===== config.mk =====
export PLATFORM = sky130hd
export DESIGN_NAME = bram_vector_alu
export DESIGN_NICKNAME = d
export VERILOG_FILES = /design/src/rtl/bram_vec_pkg.sv /design/src/rtl/vec_lane_alu.sv /design/src/rtl/bram_vector_alu.sv
export SDC_FILE = /design/constraint.sdc
export NUM_CORES = 2
export LEC_CHECK = 0
export BUFFER_PORTS_ARGS = -buffer_cell sky130_fd_sc_hd__buf_2
export CORE_AREA = 2 2 320 322
export CTS_BUF_LIST = sky130_fd_sc_hd__clkbuf_4
export CTS_CLUSTER_SIZE = 12
export DETAILED_ROUTE_END_ITERATION = 8
export DIE_AREA = 0 0 322 324
export GPL_TIMING_DRIVEN = 0
export HOLD_SLACK_MARGIN = 0.1
export SYNTH_ARGS = -nofsm -noshare
export SYNTH_HDL_FRONTEND = slang
export SYNTH_SLANG_ARGS = --single-unit

===== constraint.sdc =====
create_clock -name i_clk -period 6.8 [get_ports i_clk]
set_clock_uncertainty 0.1 [all_clocks]
set_input_delay 1.7 -clock i_clk [delete_from_list [all_inputs] [get_ports i_clk]]
set_output_delay 1.7 -clock i_clk [all_outputs]
set_load 0.01 [all_outputs]

===== src/rtl/bram_vec_pkg.sv =====
// Shared types for the BRAM vector ALU: lane operation codes and the controller states.
// Latency: none, this file holds only types and constants.
// Backpressure: none, this file holds only types and constants.
package bram_vec_pkg;

  typedef enum logic [1:0] {
    OP_ADD = 2'd0,
    OP_SUB = 2'd1,
    OP_MAX = 2'd2,
    OP_MIN = 2'd3
  } op_e;

  typedef enum logic [1:0] {
    IDLE  = 2'd0,
    RUN   = 2'd1,
    DRAIN = 2'd2,
    DONE  = 2'd3
  } state_e;

  // Deepest BRAM read latency that the read/valid pipe is built for.
  localparam int RD_LATENCY_MAX = 4;

endpackage


===== src/rtl/vec_lane_alu.sv =====
// Single-lane ADD/SUB/MAX/MIN with optional clamping of ADD/SUB results.
// Latency: combinational; the caller registers the result.
// Backpressure: none (pure function of its inputs).
// Ports: a, b operands; op selects the operation; is_signed picks two's complement.
//        saturate clamps ADD/SUB; res is the lane result; sat flags a clamp.
module vec_lane_alu
  import bram_vec_pkg::*;
#(
  parameter int ELEM_W = 16
) (
  input  logic [ELEM_W-1:0] a,
  input  logic [ELEM_W-1:0] b,
  input  logic [1:0]        op,
  input  logic              is_signed,
  input  logic              saturate,
  output logic [ELEM_W-1:0] res,
  output logic              sat
);

  localparam logic [ELEM_W-1:0] S_MAX = {1'b0, {(ELEM_W-1){1'b1}}};
  localparam logic [ELEM_W-1:0] S_MIN = {1'b1, {(ELEM_W-1){1'b0}}};

  logic [ELEM_W:0]   ext_a;
  logic [ELEM_W:0]   ext_b;
  logic [ELEM_W:0]   wide;
  logic              ovf;
  logic              a_gt_b;
  logic [ELEM_W-1:0] clamp;

  always_comb begin
    // One extra bit holds the full ADD/SUB result, so the range check is exact.
    ext_a = {is_signed & a[ELEM_W-1], a};
    ext_b = {is_signed & b[ELEM_W-1], b};
    wide  = (op == OP_SUB) ? (ext_a - ext_b) : (ext_a + ext_b);

    if (is_signed) begin
      // Signed overflow: the two top bits of the wide result disagree.
      ovf   = wide[ELEM_W] ^ wide[ELEM_W-1];
      clamp = wide[ELEM_W] ? S_MIN : S_MAX;
    end else begin
      // Unsigned: bit ELEM_W is the carry on ADD and the borrow on SUB.
      ovf   = wide[ELEM_W];
      clamp = (op == OP_SUB) ? '0 : '1;
    end

    a_gt_b = is_signed ? ($signed(a) > $signed(b)) : (a > b);

    res = wide[ELEM_W-1:0];
    sat = 1'b0;
    case (op)
      OP_ADD, OP_SUB: begin
        if (saturate && ovf) begin
          res = clamp;
          sat = 1'b1;
        end
      end
      OP_MAX:  res = a_gt_b ? a : b;
      default: res = a_gt_b ? b : a;
    endcase
  end

endmodule


===== src/rtl/bram_vector_alu.sv =====
// Streams len lines from BRAM0/BRAM1, applies a lane-wise SIMD op, and writes the results to BRAM2.
// Latency: each write follows its read strobe by RD_LATENCY+1 cycles; start-to-done is len+RD_LATENCY+2.
// Backpressure: none, one read pair per cycle; i_abort squashes all in-flight work.
// Ports: i_clk/i_reset_n; i_start/i_abort control; i_len/i_op/i_signed/i_saturate config (start cycle only);
//        o_bram0/1_rd_* read ports with i_bram0/1_rd_data; o_bram2_wr_* write port;
//        o_busy (RUN/DRAIN), o_done (level in DONE), o_sat_seen (sticky clamp flag for this run).
module bram_vector_alu
  import bram_vec_pkg::*;
#(
  parameter int ADDR_W     = 9,
  parameter int DATA_W     = 256,
  parameter int ELEM_W     = 16,
  parameter int RD_LATENCY = 2
) (
  input  logic              i_clk,
  input  logic              i_reset_n,
  input  logic              i_start,
  input  logic              i_abort,
  input  logic [ADDR_W:0]   i_len,
  input  logic [1:0]        i_op,
  input  logic              i_signed,
  input  logic              i_saturate,
  output logic              o_bram0_rd_en,
  output logic [ADDR_W-1:0] o_bram0_rd_addr,
  input  logic [DATA_W-1:0] i_bram0_rd_data,
  output logic              o_bram1_rd_en,
  output logic [ADDR_W-1:0] o_bram1_rd_addr,
  input  logic [DATA_W-1:0] i_bram1_rd_data,
  output logic              o_bram2_wr_en,
  output logic [ADDR_W-1:0] o_bram2_wr_addr,
  output logic [DATA_W-1:0] o_bram2_wr_data,
  output logic              o_busy,
  output logic              o_done,
  output logic              o_sat_seen
);

  localparam int LANES = DATA_W / ELEM_W;

  state_e              state_q;
  state_e              state_d;
  op_e                 op_q;
  logic                signed_q;
  logic                saturate_q;
  logic [ADDR_W:0]     len_q;
  logic [ADDR_W:0]     rd_cnt_q;
  logic [RD_LATENCY-1:0] vld_pipe_q;
  logic [ADDR_W-1:0]   addr_pipe_q [RD_LATENCY];

  logic                idle_or_done;
  logic                active;
  logic                start_acc;
  logic                abort_acc;
  logic                last_rd;
  logic                pipe_empty;
  logic                rd_fire;
  logic                arrive;
  logic [DATA_W-1:0]   lane_res;
  logic [LANES-1:0]    lane_sat;

  assign idle_or_done = (state_q == IDLE) || (state_q == DONE);
  assign active       = (state_q == RUN) || (state_q == DRAIN);
  assign abort_acc    = i_abort && active;
  // Abort takes priority over a start arriving in the same cycle.
  assign start_acc    = i_start && !i_abort && idle_or_done;
  assign last_rd      = (rd_cnt_q == len_q - 1'b1);
  assign pipe_empty   = (vld_pipe_q == '0);
  assign arrive       = vld_pipe_q[RD_LATENCY-1] && !abort_acc;

  // State register.
  always_ff @(posedge i_clk or negedge i_reset_n) begin
    if (!i_reset_n) begin
      state_q <= IDLE;
    end else begin
      state_q <= state_d;
    end
  end

  // Next-state logic.
  always_comb begin
    state_d = state_q;
    case (state_q)
      IDLE, DONE: begin
        if (start_acc) begin
          state_d = (i_len == '0) ? DONE : RUN;
        end
      end
      RUN: begin
        if (i_abort) begin
          state_d = IDLE;
        end else if (last_rd) begin
          state_d = DRAIN;
        end
      end
      DRAIN: begin
        // When the pipe is empty, the last line is in the output stage this cycle,
        // so it has retired by the time DONE becomes visible.
        if (i_abort) begin
          state_d = IDLE;
        end else if (pipe_empty) begin
          state_d = DONE;
        end
      end
      default: state_d = IDLE;
    endcase
  end

  // State-decoded outputs. The abort term drops the read strobe in the abort cycle itself.
  always_comb begin
    rd_fire = (state_q == RUN) && !i_abort;
    o_busy  = active;
    o_done  = (state_q == DONE);
  end

  assign o_bram0_rd_en   = rd_fire;
  assign o_bram1_rd_en   = rd_fire;
  assign o_bram0_rd_addr = rd_cnt_q[ADDR_W-1:0];
  assign o_bram1_rd_addr = rd_cnt_q[ADDR_W-1:0];

  // Run configuration and read counter. The extra counter bit lets a full-BRAM run end cleanly.
  always_ff @(posedge i_clk or negedge i_reset_n) begin
    if (!i_reset_n) begin
      op_q       <= OP_ADD;
      signed_q   <= 1'b0;
      saturate_q <= 1'b0;
      len_q      <= '0;
      rd_cnt_q   <= '0;
    end else if (start_acc) begin
      op_q       <= op_e'(i_op);
      signed_q   <= i_signed;
      saturate_q <= i_saturate;
      len_q      <= i_len;
      rd_cnt_q   <= '0;
    end else if (rd_fire) begin
      rd_cnt_q   <= rd_cnt_q + 1'b1;
    end
  end

  // The valid/address pipe tracks each read until its data arrives. On arrival,
  // the lane results are registered straight into the BRAM2 write port.
  always_ff @(posedge i_clk or negedge i_reset_n) begin
    if (!i_reset_n) begin
      vld_pipe_q      <= '0;
      for (int k = 0; k < RD_LATENCY; k++) begin
        addr_pipe_q[k] <= '0;
      end
      o_bram2_wr_en   <= 1'b0;
      o_bram2_wr_addr <= '0;
      o_bram2_wr_data <= '0;
      o_sat_seen      <= 1'b0;
    end else begin
      if (abort_acc) begin
        vld_pipe_q    <= '0;
        o_bram2_wr_en <= 1'b0;
      end else begin
        vld_pipe_q[0] <= rd_fire;
        for (int k = 1; k < RD_LATENCY; k++) begin
          vld_pipe_q[k] <= vld_pipe_q[k-1];
        end
        o_bram2_wr_en <= vld_pipe_q[RD_LATENCY-1];
      end

      addr_pipe_q[0] <= rd_cnt_q[ADDR_W-1:0];
      for (int k = 1; k < RD_LATENCY; k++) begin
        addr_pipe_q[k] <= addr_pipe_q[k-1];
      end

      if (arrive) begin
        o_bram2_wr_addr <= addr_pipe_q[RD_LATENCY-1];
        o_bram2_wr_data <= lane_res;
      end

      if (start_acc) begin
        o_sat_seen <= 1'b0;
      end else if (arrive && (|lane_sat)) begin
        o_sat_seen <= 1'b1;
      end
    end
  end

  for (genvar j = 0; j < LANES; j++) begin : g_lane
    vec_lane_alu #(
      .ELEM_W(ELEM_W)
    ) u_lane (
      .a         (i_bram0_rd_data[j*ELEM_W +: ELEM_W]),
      .b         (i_bram1_rd_data[j*ELEM_W +: ELEM_W]),
      .op        (op_q),
      .is_signed (signed_q),
      .saturate  (saturate_q),
      .res       (lane_res[j*ELEM_W +: ELEM_W]),
      .sat       (lane_sat[j])
    );
  end

endmodule


* Yosys cells after proc, flatten, opt, wreduce, memory -nomap -nowiden
Cells that the tools add are included.
** Operators by class
- Equality and inequality tests :: 9
- Reduce and logical (&&, ||, !) cells :: 36
- Add/subtract/negate cells :: 34
- Bitwise logic cells :: 48
- Order comparisons :: 32
- Muxes and demuxes :: 190
** Operator list (count)
- 2-to-1 mux 16 bit :: 81
- greater-than comparator 16 bit :: 32
- one-hot mux 16 bit (2 select lines) :: 16
- adder 17 bit :: 16
- 2-to-1 mux 17 bit :: 16
- subtractor 17 bit :: 16
- 2-to-1 mux 1 bit :: 67
- bitwise AND 1 bit :: 32
- logical AND 1 bit :: 22
- 2-to-1 mux 10 bit :: 2
- OR reduction 16 bit :: 1
- XOR 1 bit :: 16
- 2-to-1 mux 2 bit :: 7
- adder 10 x 1 -> 10 bit, second input constant :: 1
- == test 10 bit :: 1
- logical NOT 10 bit :: 1
- subtractor 10 x 1 -> 10 bit, second input constant :: 1
- == test 2 bit, second input constant :: 3
- logical NOT 2 bit :: 3
- != test 3 bit, second input constant :: 2
- one-hot mux 2 bit (3 select lines) :: 1
- == test 2 x 1 -> 1 bit, second input constant :: 2
- nonzero test 2 bit :: 2
- OR reduction 2 bit :: 2
- other kinds (4) :: 6
** Word-level totals
- Logic and storage cells :: 362
- Output and inout bits :: 289
- Register bits after elaboration :: 313
- Bits of input ports :: 530

* Longest topological paths before layout
- Depth after elaboration :: 12
- Gate-level depth with buffers :: 22
- Depth with buffers taken out :: 19

* By module
From an unflattened synthesis, not the netlist that was laid out.
** Unflattened totals
- Cell total of the unflattened synthesis :: 5290
- Area total of the unflattened synthesis :: 45987.9 µm²
** By module, submodules not included
- vec_lane_alu (g_lane[11].u_lane ...) :: cells each 286, seq. area each 0.0 µm², area each 2147.1 µm², times used 8
- bram_vector_alu :: cells each 793, seq. area each 7832.5 µm², area each 12132.9 µm², times used 1
- vec_lane_alu (g_lane[0].u_lane ...) :: cells each 273, seq. area each 0.0 µm², area each 2059.5 µm², times used 3
- vec_lane_alu (g_lane[7].u_lane ...) :: cells each 266, seq. area each 0.0 µm², area each 2028.2 µm², times used 2
- vec_lane_alu (g_lane[10].u_lane) :: cells each 296, seq. area each 0.0 µm², area each 2193.4 µm², times used 1
- vec_lane_alu (g_lane[9].u_lane) :: cells each 286, seq. area each 0.0 µm², area each 2139.6 µm², times used 1
- vec_lane_alu (g_lane[15].u_lane) :: cells each 276, seq. area each 0.0 µm², area each 2110.8 µm², times used 1

* Worst setup path before layout
No wires, ideal clock.
- Path type :: input-to-reg
- Start :: in i_bram1_rd_data[66]
- End :: reg o_bram2_wr_data[78]
- Setup slack :: 0.859 ns
- Setup time :: 0.138 ns
- Buffers on the path :: 1
- Data required time :: 6.562 ns
- Arrival :: 5.704 ns
- Stages on the path :: 16
- Cell sequence :: or3_1 -> or3_1 -> or4_1 -> o41ai_1 -> nand2_1 -> xnor2_1 -> ha_1 -> a21o_1 -> a21oi_1 -> o21ai_0 -> a221oi_1 -> xnor3_1 -> and2_1 -> clkbuf_1 -> o21ai_0 -> o211ai_1
** On the way
- Longest elaborated chain between the ends :: 7
- Elaborated cells between the ends (all ways) :: 15
- Classes of those cells :: add/sub (2); order compare (2); mux (9); bitwise (1); reduce/logical (1)
** RTL lines
- start: declaration :: RTL line bram_vector_alu.sv:28 : input logic [DATA_W-1:0] i_bram1_rd_data,
- adder 17 bit / subtractor 17 bit (equally long branches) :: RTL line vec_lane_alu.sv:34 : wide = (op == OP_SUB) ? (ext_a - ext_b) : (ext_a + ext_b);
- 2-to-1 mux 17 bit :: RTL line vec_lane_alu.sv:34
- XOR 1 bit :: RTL line vec_lane_alu.sv:38 : ovf = wide[ELEM_W] ^ wide[ELEM_W-1];
- 2-to-1 mux 1 bit :: RTL line vec_lane_alu.sv:36 : if (is_signed) begin
- logical AND 1 bit :: RTL line vec_lane_alu.sv:52 : if (saturate && ovf) begin
- 2-to-1 mux 16 bit :: RTL line vec_lane_alu.sv:52
- one-hot mux 16 bit (2 select lines) * :: RTL line vec_lane_alu.sv:50 : case (op)
- end signal: assignment :: RTL line bram_vector_alu.sv:169 : o_bram2_wr_data <= lane_res;
- end: declaration :: RTL line bram_vector_alu.sv:31 : output logic [DATA_W-1:0] o_bram2_wr_data,
Mark *: on every way between the ends. The rest lies on a longest branch, timed or not.
A chain may end at the register's enable or synchronous reset.

* Worst setup path after layout
- Start :: reg op_q[0]
- End :: reg o_bram2_wr_data[107]
** On the way
- Longest elaborated chain between the ends :: 7
- Elaborated cells between the ends (all ways) :: 13
- Classes of those cells :: eq/ne (2); mux (7); bitwise (1); reduce/logical (3)
** RTL lines
- start: declaration :: RTL line bram_vector_alu.sv:41 : op_e op_q;
- start signal: assignment :: RTL line bram_vector_alu.sv:128 : op_q <= op_e'(i_op);
- == test 2 x 1 -> 1 bit :: RTL line vec_lane_alu.sv:34, vec_lane_alu.sv:43, vec_lane_alu.sv:50
- 2-to-1 mux 17 bit :: RTL line vec_lane_alu.sv:34
- XOR 1 bit :: RTL line vec_lane_alu.sv:38
- 2-to-1 mux 1 bit :: RTL line vec_lane_alu.sv:36
- logical AND 1 bit :: RTL line vec_lane_alu.sv:52
- 2-to-1 mux 16 bit :: RTL line vec_lane_alu.sv:52
- one-hot mux 16 bit (2 select lines) * :: RTL line vec_lane_alu.sv:50
Marks and branches as above.

==> run_results.csv <==
group,metric,value,unit
sta,setup_viol,0,
synth,ys_ff_latch,313,
floorplanning,ioPinCount,819,
global_routing,gr-usage-all-layers,0.378,
floorplanning,die_y,324,um
power_and_ir_drop,leakage,23.3,nW
worst_setup_path,cp-start-kind,"flop",
worst_setup_path,path_cells,"nor2b_2 -> clkbuf_8 -> clkbuf_1 -> clkbuf_8 -> nor2_1 -> xnor2_1 -> ha_1 -> a21o_1 -> a21oi_1 -> o21bai_1 -> a2111o_1 -> a31oi_1 -> o221ai_1 -> o41ai_1 -> a2111oi_4 -> a21oi_1 -> clkbuf_1 -> o21ai_0 -> o211ai_1",
floorplanning,fp.dieW,322,um
route,drc,0,
floorplanning,start_util,0.407,
synth,synth-edff-count,0,
place,placed_area,47000,um^2
cells_and_area,final_nets,7243,
clock_tree,clk_pin_slew,60,ps
synth,synth.top_cell.area_share,0.191,
clock_tree,cts.htree.levels,3,
clock_tree,cts-hold-fix-buffers,0,
route,totalWireLength,204,mm
synth,synth_most_common_cell,"ha_1",
synth,yosysTopAreaCell,"dfrtp_1",
route,drtPass1Iterations,6,
synth,netlist_instances,5256,
clock_tree,cts_root_buffer,"clkbuf_4",
route,detail_route.iter0.violations,4260,
global_routing,first_global_vias,43400,
sta,hold_ws,239,ps
global_routing,grt_pass1_wl,290,mm
worst_setup_path,crit_required,7660,ps
worst_setup_path,slowest_stage,"dfrtp_1",
route,routed_via_density,5.96,
worst_setup_path,path_max_fanout,19,
synth,synth-main-ff-cell,"dfrtp_1",
sta,finalHoldViolations,0,
place,post-dp-hpwl,162,mm
place,gp_congestion,0.996,
route,wl_per_cell,26.7,um
sta,slew_headroom,-0.0472,
min_path,hold_start,"addr_pipe_q[14]$_DFF_PN0_",
synth,synth-async-reset-ratio,1.00,
cells_and_area,final_layout_size_suffix_gt1_frac,0.197,
sta,fin_crit_sh,0.981,
clock_tree,clock_latency,1070,ps
cells_and_area,area_delta_synth_final,18.2,%
floorplanning,fp.dieArea,104000,um^2
synth,synth_nets,6319,
worst_setup_path,critPathCaptureType,"flop",
floorplanning,rows,117,
worst_setup_path,critical_path_class,"flop to flop",
synth,ys_top_cells_by_area,"dfrtp_1 19%, ha_1 16%, xnor2_1 8.7%",
power_and_ir_drop,ir_drop,288,uV
worst_setup_path,worstSetupStartpoint,"op_q[0]$_DFFE_PN0P_",
route,vias,45600,
route,drtAntennaViolNets,0,
synth,seq_area_frac_synth,0.191,
synth,synth_cell_type_count,87,
global_routing,grt-ovfl-total,0,
global_routing,antenna_found_initial,95,
place,portBuffers,816,
outcome,violations,"max-capacitance violations, max-slew violations",
sta,min_period,6670,ps
clock_tree,cts_tree,"yes",
sta,slew_violations,11,
global_routing,grt_max_degree,97,
synth,netlist_area,41100,um^2
min_path,hold_class,"flop to flop",
clock_tree,cts.sinks,313,
synth,ys_warn_count,0,
floorplanning,core_area,101000,um^2
worst_setup_path,critical_path.max_stage_delay,640,ps
outcome,status,"finished, violations left",
cells_and_area,fin_area,48600,um^2
worst_setup_path,reg2reg_from,"op_q[0]$_DFFE_PN0P_",
flow_run,drv_cap,1,
synth,avgSynthCellArea,7.82,um^2
power_and_ir_drop,power.density,492,nW/um^2
clock_tree,clock_path_buffers,3,
clock_tree,numCtsBuffers,104,
worst_setup_path,cp.arrival,7530,ps
synth,synth_commonest_cells,"517 x ha_1, 450 x o21ai_0, 437 x a21oi_1",
sta,worstMarginPinSlew,1570,ps
sta,max_freq,150,MHz
[metal layers]
metal  vias to the layer above  wire length (um)  track usage
met5                         -               291            0
met4                        44             12500        0.218
met3                       562             18200       0.0974
met2                      2055             92400        0.608
met1                     21800             80500        0.455
li1                      21100                 -            -
[per-stage QoR]
| step | power, W | std cells | setup WS (ps) | TNS [ps] | util |
|---|---|---|---|---|---|
| detailed placement | 0.0213 | 7386 | -2000 | -242010 | 0.465 |
| finish | 0.0239 | 7644 | 131 | 0 | 0.481 |
| global route | 0.0256 | 7617 | -0.136 | -0.136 | 0.480 |
| global placement | 0.0212 | 7381 | -3020 | -1297710 | 0.463 |
| CTS | 0.0236 | 7569 | 26.3 | 0 | 0.479 |
| floorplan | 0.0150 | 5256 | 859 | 0 | - |
[flip-flops by register name, summed over array words and instances (netlist names), 2 cells and up]
register         cells
o_bram2_wr_data    256
op_q                 2
o_bram2_wr_addr      9
len_q               10
rd_cnt_q            10
vld_pipe_q           2
state_q              2
addr_pipe_q         18
[power breakdown]
group	switching (W)	total [W]	internal, W
combinational	0.0116	0.0185	0.00688
sequential	0.000559	0.00326	0.00270
clock	0.00111	0.00217	0.00107
[cell type report]
cell class	count	area (um^2)
fill	10500	52500
multi-input combinational	4335	30900
inverter	389	1460
buffer	216	990
clock buffer	153	1150
clock inverter	33	183
antenna	75	188
sequential	313	7830
tap	1309	1640
timing repair buffer	821	4210
[worst max-delay path: cells and delay by family, from the launching register on]
| kind | cells | cell delay (ps) |
|---|---|---|
| buf+inv | 4 | 1610 |
| xor+xnor | 1 | 130 |
| fa+ha+maj | 1 | 320 |
| simple gates | 2 | 540 |
| flops | 1 | 640 |
| compound gates | 11 | 3200 |
[worst paths after layout]
path | to | slack, ps | cells after the start
worst max-delay path | o_bram2_wr_data[107]$_DFFE_PN0P_ | 130 | 19
worst min-delay path | addr_pipe_q[5]$_DFF_PN0_ | 240 | 0
worst max register to register | o_bram2_wr_data[107]$_DFFE_PN0P_ | 130 | 19
worst min register to register | addr_pipe_q[5]$_DFF_PN0_ | 240 | 0
max in group asynchronous | addr_pipe_q[14]$_DFF_PN0_ | 4710 | 3
min in group asynchronous | o_bram2_wr_data[179]$_DFFE_PN0P_ | 500 | 1
[layout by cell type, fill, tap and decap left out, types with 63 or more instances in the layout]
master / Yosys / routed
a21o_1: 163 / 163
a21oi_1: 437 / 437
a31oi_1: 154 / 153
buf_2: 10 / 827
clkbuf_1: 172 / 147
clkbuf_4: 0 / 157
dfrtp_1: 313 / 313
diode_2: 0 / 75
ha_1: 517 / 517
inv_1: 386 / 386
mux2_2: 134 / 134
mux2i_1: 104 / 103
nand2_1: 430 / 430
nand3_1: 91 / 91
nand4_1: 72 / 72
nor2_1: 393 / 389
o211ai_1: 74 / 74
o21a_1: 63 / 63
o21ai_0: 450 / 449
xnor2_1: 407 / 407
xor2_1: 95 / 94
[repair_timing]
item                                    4_1_cts  5_1_grt
setup buffers                                 0        0
endpoints found under the setup margin      255       93
resized for setup                            19       17
[logic make-up (layout without fill, tap and decap cells)]
| family | Yosys count | after routing | share of synthesized area |
|---|---|---|---|
| fa+ha+maj | 533 | 533 | 0.165 |
| xor+xnor | 503 | 503 | 0.108 |
| other cells | 0 | 75 | 0 |
| mux | 238 | 238 | 0.0621 |
| buf+inv | 608 | 1612 | 0.0581 |
| compound gates | 1685 | 1685 | 0.257 |
| flops | 313 | 313 | 0.191 |
| simple gates | 1376 | 1376 | 0.159 |
(Power assumes the default switching activity.)
